==> src/rtl/gfx_pkg.sv <==
// Shared definitions for the VRAM fetch sequencer: display geometry, plane
// indices as presented on vram_plane, and the fetch/CPU FSM state encoding.
package gfx_pkg;

   localparam int          LINE_BYTES = 24;       // cells per active line
   localparam int          V_ACTIVE   = 184;      // active display lines
   localparam int          V_TOTAL    = 262;      // total lines per frame
   localparam int          H_GROUPS   = 32;       // 8-pixel groups per total line
   localparam logic [12:0] BASE_ADDR  = 13'hEC0;  // line 0, cell 0

   localparam logic [2:0] PL_FG1 = 3'd0;
   localparam logic [2:0] PL_FG2 = 3'd1;
   localparam logic [2:0] PL_FG3 = 3'd2;
   localparam logic [2:0] PL_BG1 = 3'd3;
   localparam logic [2:0] PL_BG2 = 3'd4;
   localparam logic [2:0] PL_BG3 = 3'd5;

   typedef enum logic [3:0] {
      ST_IDLE,
      ST_F0, ST_F1, ST_F2, ST_F3, ST_F4, ST_F5,
      ST_FL,
      ST_CA,
      ST_CD
   } fetch_state_t;

endpackage

==> src/rtl/gfx_vram_fetch_if.sv <==
// Shared VRAM port plus the CPU request port that is multiplexed onto it.
//  master : the fetch sequencer (drives VRAM strobes/address, answers CPU)
//  slave  : the environment (VRAM bank mux returning vram_q, CPU requester)
//  vram_rd/vram_we/vram_plane/vram_addr/vram_wdata : VRAM access, vram_q 1-clk later
//  cpu_req/cpu_we/cpu_plane/cpu_addr/cpu_wdata     : CPU request, held until cpu_ack
//  cpu_rdata/cpu_ack                               : CPU completion
interface gfx_vram_fetch_if;

   logic        vram_rd;
   logic        vram_we;
   logic [2:0]  vram_plane;
   logic [12:0] vram_addr;
   logic [7:0]  vram_wdata;
   logic [7:0]  vram_q;

   logic        cpu_req;
   logic        cpu_we;
   logic [2:0]  cpu_plane;
   logic [12:0] cpu_addr;
   logic [7:0]  cpu_wdata;
   logic [7:0]  cpu_rdata;
   logic        cpu_ack;

   modport master (
      output vram_rd, vram_we, vram_plane, vram_addr, vram_wdata,
      input  vram_q,
      input  cpu_req, cpu_we, cpu_plane, cpu_addr, cpu_wdata,
      output cpu_rdata, cpu_ack
   );

   modport slave (
      input  vram_rd, vram_we, vram_plane, vram_addr, vram_wdata,
      output vram_q,
      output cpu_req, cpu_we, cpu_plane, cpu_addr, cpu_wdata,
      input  cpu_rdata, cpu_ack
   );

endinterface

==> src/rtl/gfx_cell_addr.sv <==
// Next-cell calculator: from the current 8-pixel group and line, works out
// which cell is fetched ahead, whether it lies in the active window, and its
// plane-relative VRAM address.
//  grp    in  6   current group, h[8:3]
//  v      in  9   current line
//  addr   out 13  BASE_ADDR + line*LINE_BYTES + col, mod 2^13
//  active out 1   cell inside the active window
module gfx_cell_addr
   import gfx_pkg::*;
(
   input  logic [5:0]  grp,
   input  logic [8:0]  v,
   output logic [12:0] addr,
   output logic        active
);

   logic [6:0] col;
   logic [8:0] line;

   always_comb begin
      col  = {1'b0, grp} + 7'd1;
      line = v;
      // The last group of a line prefetches cell 0 of the following line.
      if (grp == 6'(H_GROUPS - 1)) begin
         col  = '0;
         line = (v == 9'(V_TOTAL - 1)) ? 9'd0 : v + 9'd1;
      end
      active = (col < 7'(LINE_BYTES)) && (line < 9'(V_ACTIVE));
      addr   = BASE_ADDR + 13'(line) * 13'(LINE_BYTES) + 13'(col);
   end

endmodule

==> src/rtl/gfx_vram_fetch.sv <==
// VRAM fetch sequencer for the colour-plane pixel path. On each cell boundary
// it loads the six prefetched plane bytes to the outputs and starts fetching
// the next cell into shadow registers; idle slots serve CPU accesses.
//  clk, reset_n   clock, synchronous active-low reset
//  ce_pix, h, v   pixel strobe and counters; trigger = ce_pix & h[2:0]==0
//  bus            VRAM port and CPU port (master side)
//  fg1..bg3       plane bytes for the current cell
//  overrun        sticky: a trigger arrived while a fetch was in progress
module gfx_vram_fetch
   import gfx_pkg::*;
(
   input  logic                    clk,
   input  logic                    reset_n,
   input  logic                    ce_pix,
   input  logic [8:0]              h,
   input  logic [8:0]              v,
   gfx_vram_fetch_if.master        bus,
   output logic [7:0]              fg1,
   output logic [7:0]              fg2,
   output logic [7:0]              fg3,
   output logic [7:0]              bg1,
   output logic [7:0]              bg2,
   output logic [7:0]              bg3,
   output logic                    overrun
);

   fetch_state_t     state_q, state_d;
   logic             rd_q, rd_d, we_q, we_d, ack_q, ack_d;
   logic             pend_q, pend_d, overrun_q, overrun_d;
   logic [2:0]       plane_q, plane_d;
   logic [12:0]      addr_q, addr_d, fetch_addr_q, fetch_addr_d;
   logic [7:0]       wdata_q, wdata_d, rdata_q, rdata_d;
   logic [5:0][7:0]  shadow_q, shadow_d, out_q, out_d;

   logic             trig, busy, cell_active;
   logic [12:0]      cell_addr;

   gfx_cell_addr u_cell_addr (
      .grp    (h[8:3]),
      .v      (v),
      .addr   (cell_addr),
      .active (cell_active)
   );

   assign trig = ce_pix && (h[2:0] == 3'd0);
   assign busy = (state_q >= ST_F0) && (state_q <= ST_FL);

   always_comb begin
      state_d      = state_q;
      rd_d         = rd_q;
      we_d         = we_q;
      plane_d      = plane_q;
      addr_d       = addr_q;
      wdata_d      = wdata_q;
      rdata_d      = rdata_q;
      ack_d        = 1'b0;
      pend_d       = pend_q;
      overrun_d    = overrun_q;
      fetch_addr_d = fetch_addr_q;
      shadow_d     = shadow_q;
      out_d        = out_q;

      // vram_q lags vram_rd by one clk, so plane p lands while in state F(p+1).
      case (state_q)
         ST_IDLE: begin
            // ack_q masks the still-held request in the clk the ack is seen.
            if (bus.cpu_req && !ack_q && !trig) begin
               state_d = ST_CA;
               rd_d    = !bus.cpu_we;
               we_d    = bus.cpu_we;
               plane_d = bus.cpu_plane;
               addr_d  = bus.cpu_addr;
               wdata_d = bus.cpu_wdata;
            end
         end
         ST_F0: begin state_d = ST_F1; plane_d = PL_FG2; end
         ST_F1: begin shadow_d[0] = bus.vram_q; state_d = ST_F2; plane_d = PL_FG3; end
         ST_F2: begin shadow_d[1] = bus.vram_q; state_d = ST_F3; plane_d = PL_BG1; end
         ST_F3: begin shadow_d[2] = bus.vram_q; state_d = ST_F4; plane_d = PL_BG2; end
         ST_F4: begin shadow_d[3] = bus.vram_q; state_d = ST_F5; plane_d = PL_BG3; end
         ST_F5: begin shadow_d[4] = bus.vram_q; state_d = ST_FL; rd_d = 1'b0;     end
         ST_FL: begin shadow_d[5] = bus.vram_q; state_d = ST_IDLE;                end
         ST_CA: begin
            state_d = ST_CD;
            rd_d    = 1'b0;
            we_d    = 1'b0;
         end
         ST_CD: begin
            ack_d   = 1'b1;
            if (!bus.cpu_we) rdata_d = bus.vram_q;
            state_d = ST_IDLE;
            // A cell boundary seen during the CPU slot starts its fetch now.
            if (pend_q) begin
               state_d = ST_F0;
               rd_d    = 1'b1;
               plane_d = PL_FG1;
               addr_d  = fetch_addr_q;
               pend_d  = 1'b0;
            end
         end
         default: state_d = ST_IDLE;
      endcase

      // Cell boundary: load outputs from the shadows and (re)start the fetch.
      // This overrides whatever the sequencing above chose, except that a CPU
      // access already on the bus (CA) is allowed to finish.
      if (trig) begin
         out_d = shadow_q;
         if (busy) overrun_d = 1'b1;
         if (!cell_active) begin
            shadow_d = '0;
            pend_d   = 1'b0;
            if (state_q != ST_CA) begin
               state_d = ST_IDLE;
               rd_d    = 1'b0;
               we_d    = 1'b0;
            end
         end else if (state_q == ST_CA) begin
            pend_d       = 1'b1;
            fetch_addr_d = cell_addr;
         end else begin
            state_d = ST_F0;
            rd_d    = 1'b1;
            we_d    = 1'b0;
            plane_d = PL_FG1;
            addr_d  = cell_addr;
            pend_d  = 1'b0;
         end
      end
   end

   always_ff @(posedge clk) begin
      if (!reset_n) begin
         state_q      <= ST_IDLE;
         rd_q         <= 1'b0;
         we_q         <= 1'b0;
         plane_q      <= '0;
         addr_q       <= '0;
         wdata_q      <= '0;
         rdata_q      <= '0;
         ack_q        <= 1'b0;
         pend_q       <= 1'b0;
         overrun_q    <= 1'b0;
         fetch_addr_q <= '0;
         shadow_q     <= '0;
         out_q        <= '0;
      end else begin
         state_q      <= state_d;
         rd_q         <= rd_d;
         we_q         <= we_d;
         plane_q      <= plane_d;
         addr_q       <= addr_d;
         wdata_q      <= wdata_d;
         rdata_q      <= rdata_d;
         ack_q        <= ack_d;
         pend_q       <= pend_d;
         overrun_q    <= overrun_d;
         fetch_addr_q <= fetch_addr_d;
         shadow_q     <= shadow_d;
         out_q        <= out_d;
      end
   end

   assign bus.vram_rd    = rd_q;
   assign bus.vram_we    = we_q;
   assign bus.vram_plane = plane_q;
   assign bus.vram_addr  = addr_q;
   assign bus.vram_wdata = wdata_q;
   assign bus.cpu_rdata  = rdata_q;
   assign bus.cpu_ack    = ack_q;

   assign fg1     = out_q[0];
   assign fg2     = out_q[1];
   assign fg3     = out_q[2];
   assign bg1     = out_q[3];
   assign bg2     = out_q[4];
   assign bg3     = out_q[5];
   assign overrun = overrun_q;

endmodule
==> src/flat_wrapper.sv <==
// flat-port wrapper written by rule: the top's interface ports become plain ports
module gfx_vram_fetch_flat import gfx_pkg::*;
  (clk, reset_n, ce_pix, h, v, fg1, fg2, fg3, bg1, bg2, bg3, overrun, bus_vram_rd, bus_vram_we, bus_vram_plane, bus_vram_addr, bus_vram_wdata, bus_vram_q, bus_cpu_req, bus_cpu_we, bus_cpu_plane, bus_cpu_addr, bus_cpu_wdata, bus_cpu_rdata, bus_cpu_ack);
  gfx_vram_fetch_if bus_i ();
  input  logic clk;
  input  logic reset_n;
  input  logic ce_pix;
  input  logic [8:0] h;
  input  logic [8:0] v;
  output logic [7:0] fg1;
  output logic [7:0] fg2;
  output logic [7:0] fg3;
  output logic [7:0] bg1;
  output logic [7:0] bg2;
  output logic [7:0] bg3;
  output logic overrun;
  output wire logic [$bits(bus_i.vram_rd)-1:0] bus_vram_rd;
  output wire logic [$bits(bus_i.vram_we)-1:0] bus_vram_we;
  output wire logic [$bits(bus_i.vram_plane)-1:0] bus_vram_plane;
  output wire logic [$bits(bus_i.vram_addr)-1:0] bus_vram_addr;
  output wire logic [$bits(bus_i.vram_wdata)-1:0] bus_vram_wdata;
  input wire logic [$bits(bus_i.vram_q)-1:0] bus_vram_q;
  input wire logic [$bits(bus_i.cpu_req)-1:0] bus_cpu_req;
  input wire logic [$bits(bus_i.cpu_we)-1:0] bus_cpu_we;
  input wire logic [$bits(bus_i.cpu_plane)-1:0] bus_cpu_plane;
  input wire logic [$bits(bus_i.cpu_addr)-1:0] bus_cpu_addr;
  input wire logic [$bits(bus_i.cpu_wdata)-1:0] bus_cpu_wdata;
  output wire logic [$bits(bus_i.cpu_rdata)-1:0] bus_cpu_rdata;
  output wire logic [$bits(bus_i.cpu_ack)-1:0] bus_cpu_ack;
  assign bus_vram_rd = bus_i.vram_rd;
  assign bus_vram_we = bus_i.vram_we;
  assign bus_vram_plane = bus_i.vram_plane;
  assign bus_vram_addr = bus_i.vram_addr;
  assign bus_vram_wdata = bus_i.vram_wdata;
  assign bus_i.vram_q = bus_vram_q;
  assign bus_i.cpu_req = bus_cpu_req;
  assign bus_i.cpu_we = bus_cpu_we;
  assign bus_i.cpu_plane = bus_cpu_plane;
  assign bus_i.cpu_addr = bus_cpu_addr;
  assign bus_i.cpu_wdata = bus_cpu_wdata;
  assign bus_cpu_rdata = bus_i.cpu_rdata;
  assign bus_cpu_ack = bus_i.cpu_ack;
  gfx_vram_fetch u_core (.clk(clk), .reset_n(reset_n), .ce_pix(ce_pix), .h(h), .v(v), .bus(bus_i), .fg1(fg1), .fg2(fg2), .fg3(fg3), .bg1(bg1), .bg2(bg2), .bg3(bg3), .overrun(overrun));
endmodule
==> config.mk <==
export PLATFORM = sky130hd
export DESIGN_NAME = gfx_vram_fetch_flat
export DESIGN_NICKNAME = d
export VERILOG_FILES = /design/src/rtl/gfx_pkg.sv /design/src/rtl/gfx_vram_fetch_if.sv /design/src/rtl/gfx_cell_addr.sv /design/src/rtl/gfx_vram_fetch.sv /design/src/flat_wrapper.sv
export SDC_FILE = /design/constraint.sdc
export NUM_CORES = 1
export LEC_CHECK = 0
export CORE_MARGIN = 5
export CORE_UTILIZATION = 54
export DETAILED_ROUTE_END_ITERATION = 8
export PLACE_DENSITY = 0.88
export SYNTH_ARGS = -nofsm -noshare
export SYNTH_HDL_FRONTEND = slang
export SYNTH_SLANG_ARGS = --single-unit
==> constraint.sdc <==
create_clock -name clk -period 9.5 [get_ports clk]
set_clock_uncertainty 0.2 [all_clocks]
set_input_delay 1.9 -clock clk [delete_from_list [all_inputs] [get_ports clk]]
set_output_delay 1.9 -clock clk [all_outputs]
set_load 0.005 [all_outputs]
## Word level (Yosys, flattened, before mapping)

Cells that the tools add are included.

- Bits in registers: 150
- Latch bits: 0
- RAM bits: 0
- ROM bits: 0
- Bits of input ports: 55
- Output and inout port bits: 84
- Word-level logic and storage cells: 109
- Memories kept: 0

- $add $sub $neg: 4
- Multipliers: 1
- Div/mod/pow operators: 0
- Order comparisons: 4
- Equality and inequality tests: 12
- Shifts and indexed selects: 0
- Muxes and demuxes: 48
- Bitwise gates (word level): 1
- Reductions and logical operators: 16

Operator list:

| operator | number |
|---|---|
| 2-to-1 mux 48 bit | 2 |
| 2-to-1 mux 13 bit | 5 |
| 2-to-1 mux 8 bit | 6 |
| case mux 4 bit (9 select lines) | 1 |
| case mux 13 bit (2 select lines) | 1 |
| case mux 3 bit (7 select lines) | 1 |
| 2-to-1 mux 4 bit | 5 |
| 2-to-1 mux 9 bit | 2 |
| 2-to-1 mux 1 bit | 17 |
| == test 4 x 3 -> 1 bit, second input constant | 4 |
| 2-to-1 mux 3 bit | 5 |
| adder 12 x 13 -> 13 bit, first input constant | 1 |
| adder 13 x 7 -> 13 bit | 1 |
| multiplier 9 x 2 -> 10 bit, second input constant | 1 |
| adder 9 x 1 -> 9 bit, second input constant | 1 |
| == test 9 bit, second input constant | 1 |
| less-than comparator 9 x 8 -> 1 bit, second input constant | 1 |
| == test 4 x 2 -> 1 bit, second input constant | 2 |
| == test 4 bit, second input constant | 2 |
| adder 6 x 1 -> 7 bit, second input constant | 1 |
| less-than comparator 7 x 5 -> 1 bit, second input constant | 1 |
| 2-to-1 mux 7 bit | 1 |
| == test 6 x 5 -> 1 bit, second input constant | 1 |
| AND reduction 2 bit | 3 |
| 14 further kinds | 20 |

## Depth between registers and ports, before layout

- Word-level depth: 9
- Mapped depth: 19
- Mapped depth without buffers: 19

## Cells and area by module

From an unflattened synthesis, not the netlist that was laid out.

- Cells, all modules: 839
- Area, all modules: 7010.5 sq um

Modules (own cells, without submodules):

| module | instances | cells an instance | area each (sq um) | sequential area each (sq um) |
|---|---|---|---|---|
| gfx_vram_fetch | 1 | 702 | 5929.4 | 3002.9 |
| gfx_cell_addr | 1 | 137 | 1081.0 | 0.0 |

## Worst setup path after synthesis

Ideal clock, no wire load.

- Kind: input to register
- From: input port h[3]
- To: register u_core.fetch_addr_q[12]
- Setup time: 95 ps
- Data arrival time: 5752 ps
- Required time: 9205 ps
- Setup slack: 3452 ps
- Stages on the path: 17
- Path buffers: 0
- Cells stage by stage: ha_1 nand2_1 nor3_1 nand2_1 o22ai_1 ha_1 fa_1 ha_1 inv_1 fa_1 nor2b_1 o31a_1 nor2_1 nor4b_4 a211oi_2 or4b_1 o311ai_1

- Word-level cells in the longest chain between the ends: 5
- Elaborated cells on any way between the ends: 11
- Those cells by class: 3 x add/sub; 1 x mul; 2 x order compare; 1 x eq/ne; 2 x mux; 2 x reduce/logical

Ends and longest elaborated chain:

| item | RTL line | source |
|---|---|---|
| start, declared | flat_wrapper.sv:8 | `input logic [8:0] h;` |
| == test 6 x 5 -> 1 bit / adder 6 x 1 -> 7 bit (equally long branches) | gfx_cell_addr.sv:24, gfx_cell_addr.sv:21 |  |
| 2-to-1 mux 9 bit / 2-to-1 mux 7 bit (equally long branches) | gfx_cell_addr.sv:24 | `if (grp == 6'(H_GROUPS - 1)) begin` |
| multiplier 9 x 2 -> 10 bit (tied with other cells) | gfx_cell_addr.sv:29 | `addr = BASE_ADDR + 13'(line) * 13'(LINE_BYTES) + 13'(col);` |
| adder 12 x 13 -> 13 bit / logical AND 1 bit (equally long branches) | gfx_cell_addr.sv:29, gfx_cell_addr.sv:28 |  |
| adder 13 x 7 -> 13 bit / AND reduction 3 bit (equally long branches) | n/a |  |
| end signal, assigned | gfx_vram_fetch.sv:158 | `fetch_addr_q <= fetch_addr_d;` |
| end, declared | gfx_vram_fetch.sv:31 | `logic [12:0] addr_q, addr_d, fetch_addr_q, fetch_addr_d;` |

Several ways; a longest one is shown, not always the timed one.
A chain may end at the register's enable or synchronous reset.

## Worst setup path in the final report

Ends and elaborated chain as after synthesis.

==> summary.md <==
| Metric | Value |
|---|---|
| Crit. End Element | register |
| Post-route ant nets | 0 |
| Final period util | 69.5% |
| Syn Inst Count | 838 |
| Vias in the first global route | 6,061 |
| Final setup violating endpoints | 0 |
| CTS tree | built |
| Cell Area, Synth | 6820 sq um |
| RSZ-0062 raised after global routing | no |
| Max-cap viol count | 0 |
| Cell internal pwr | 1130 uW |
| PnR worst setup slack | 2.90 ns |
| Critical Path AT | 6.72 ns |
| Clk_lat worst skew | 0.42 ns |
| Ys flop type | dfxtp_1 |
| Syn-to-layout area delta | 29.5% |
| Setup WS pre-CTS | 2.46 ns |
| Worst Tran Pin Value | 1.06 ns |
| Max_slew headroom | 28.9% |
| Core Region | 12,500 sq um |
| Avg Synthesized Cell Area | 8.14 sq um |
| Initial antenna violation count | 0 |
| Yosys top cell area share | 44.0% |
| Ant diodes | 0 |
| Synth unique cells | 68 |
| P per Cell Area | 175 nW/um^2 |
| Sequential fraction of the synthesis area | 44.0% |
| Combinational fraction of design power | 16.5% |
| First-pass GRT wire length | 29,400 microns |
| Fin nets | 1,041 |
| Syn_nets | 920 |
| CTS hold repair buffers | 0 |
| Num rows | 41 |
| CP required | 9.62 ns |
| Crit path kind | in -> reg |
| Post-route cell area | 8830 sq um |
| Postcts setup bufs | 0 |
| CP Max Fanout | 6 |
| Avg WL per Cell | 16.2 microns |
| Status | completed |
| # DRC | 0 |
| Vias per cell | 5.57 |
| Dpl hpwl | 12,500 microns |
| CTS Sinks | 150 |
| GRT Resource Usage Total | 24.6% |
| Num CTS Buffers | 17 |
| Ys async rst share | 0% |
| Synth top area cells | dfxtp_1 (44%), nand2_1 (13%), a21oi_1 (8.6%) |
| Clock power share | 40.9% |
| H-Tree Depth | 4 |
| Worst Setup Start Kind | primary input |
| Minimum clock period | 6.60 ns |
| Number of synthesized flops with an enable pin | 0 |
| Sequential Power Share | 42.6% |
| Die Width | 122 microns |
| Area leader, netlist | dfxtp_1 |
| Sw frac | 26.6% |
| Initial drt markers | 574 |
| Sw power | 411 uW |
| Warnings from Yosys | 0 |
| Routability Congestion | 0.904 |
| #FFs+latches synth | 150 |
| Min-Delay Path Class | reg -> reg |
| Input/output buffers | 138 |
| Grt total ovfl | 0 |
| Pins Over Slew Limit | 0 |
| Post-Route Setup TNS | 0 ns |
| Share of cells above drive strength 1 | 5.56% |
| Initial cell density of the core | 54.5% |
| DR vias | 6,363 |
| I/O pin total | 139 |
| CTS Buffer Depth | 2 |
| Final core utilization | 70.5% |
| Worst-path clk slew | 0.06 ns |
| DR pass1 iterations | 7 |
| Largest net degree at the start of global routing | 65 |
| Die area | 15,000 sq um |
| Leak Pwr | 0.00316 uW |
| Overall Power | 1540 uW |
| Fin. Hold Viols | 0 |
| Placed Area | 8270 sq um |
| Final WL | 18,500 microns |
| Max rail drop VDD | 167 uV |
| Post-CTS sizing | 0 |
| Clk root buf | clkbuf_16 |
| Fmax | 0.152 GHz |
| Die H | 122 microns |
flip-flops by register name, indices dropped and copies added, names as in the netlist, 3 cells and up:
name	cells
u_core.bus.vram_wdata	8
u_core.bg3	8
u_core.bus.vram_plane	3
u_core.bus.vram_addr	13
u_core.bg2	8
u_core.fg3	8
u_core.bg1	8
u_core.fetch_addr_q	13
u_core.bus.cpu_rdata	8
u_core.fg2	8
u_core.fg1	8
u_core.state_q	4
u_core.shadow_q	48
per-stage QoR:
step	hold slack, ns	instances
4_1_cts	0.254	1143
2_1_floorplan	0.231	838
6_report	0.251	1143
3_5_place_dp	0.243	1112
5_1_grt	0.272	1143
3_3_place_gp	0.239	1112
layout make-up:
type | instances | area (sq um)
fillers | 986 | 3690
multi-input cells | 629 | 3570
flip-flops and latches | 150 | 3000
repair buffers | 143 | 1420
clock buffers | 20 | 457
well taps | 172 | 215
clock inverters | 11 | 101
inverters | 18 | 67.6
cell usage after synthesis (all sizes together) (3+ instances only):
cell and n:
a22oi 11, nand4 5, o21a 3, xor2 6
a21o 4, a211oi 14, mux2i 25, nand2 235
inv 18, a21oi 117, dfxtp 150, clkbuf 26
nor2 70, nor2b 7, nor3 10, buf 15
a22o 4, nor4b 4, o21ai 14, nand3 12
a311oi 6, xnor2 11, nand2b 8, ha 25
per-layer routing:
layer	vias up	share of wire [%]	global-route usage, %
met5	-	0	0
met4	0	2.3	9.59
met3	35	6.4	5.58
met2	208	50	42.9
met1	3011	41	29.5
li1	3109	-	-
worst max-delay path, cell delays in order:
cell	delay (ns)
clkdlybuf4s50_1	0.55
ha_1	0.32
nand2_1	0.16
nor3_1	0.51
nand2_1	0.13
o22ai_1	0.32
ha_1	0.27
fa_1	0.43
ha_1	0.31
inv_1	0.06
fa_1	0.45
nor2b_1	0.15
o31a_1	0.16
nor2_1	0.08
nor4b_4	0.22
a211oi_2	0.08
or4b_1	0.51
o311ai_1	0.10
power by group through the flow:
stage | logic [uW] | clock network (uW) | registers (uW)
detailed placement | 251 | 0 | 671
global route | 279 | 670 | 660
CTS | 254 | 636 | 658
global placement | 247 | 0 | 671
finish | 254 | 632 | 658
floorplan | 163 | 0 | 667
cells by family after synthesis:
family | after synthesis | synth area share, %
AOI/OAI and AO/OA | 191 | 17.0
xor gates and xnor gates | 18 | 2.51
adders and majority gates | 27 | 5.17
buffers and inverters | 59 | 3.76
DFF | 150 | 44.0
muxes | 27 | 4.00
and+or+nand+nor | 366 | 23.5
final timing paths:
kind	start	to	slack, ns	cells after the start
max reg2reg	u_core.state_q[1]	u_core.bus.vram_addr[2]	6.75	5
min reg2reg	u_core.bus.vram_wdata[3]	u_core.bus.vram_wdata[3]	0.25	2
max	h[3]	u_core.fetch_addr_q[12]	2.90	18
min	u_core.bus.vram_wdata[3]	u_core.bus.vram_wdata[3]	0.25	2
placed cells by master, fill, tap and decap left out, types with 5 or more instances in the layout:
| master | count |
|---|---|
| a211oi_1 | 12 |
| a21oi_1 | 117 |
| a22oi_1 | 11 |
| a311oi_1 | 6 |
| buf_4 | 5 |
| clkbuf_16 | 17 |
| clkdlybuf4s50_1 | 138 |
| dfxtp_1 | 150 |
| ha_1 | 25 |
| inv_1 | 17 |
| mux2i_1 | 25 |
| nand2_1 | 234 |
| nand2b_1 | 8 |
| nand3_1 | 11 |
| nor2_1 | 67 |
| nor2b_1 | 7 |
| nor3_1 | 10 |
| o21ai_0 | 13 |
| xnor2_1 | 11 |
| xor2_1 | 6 |
Power figures use the tool's default switching activity.
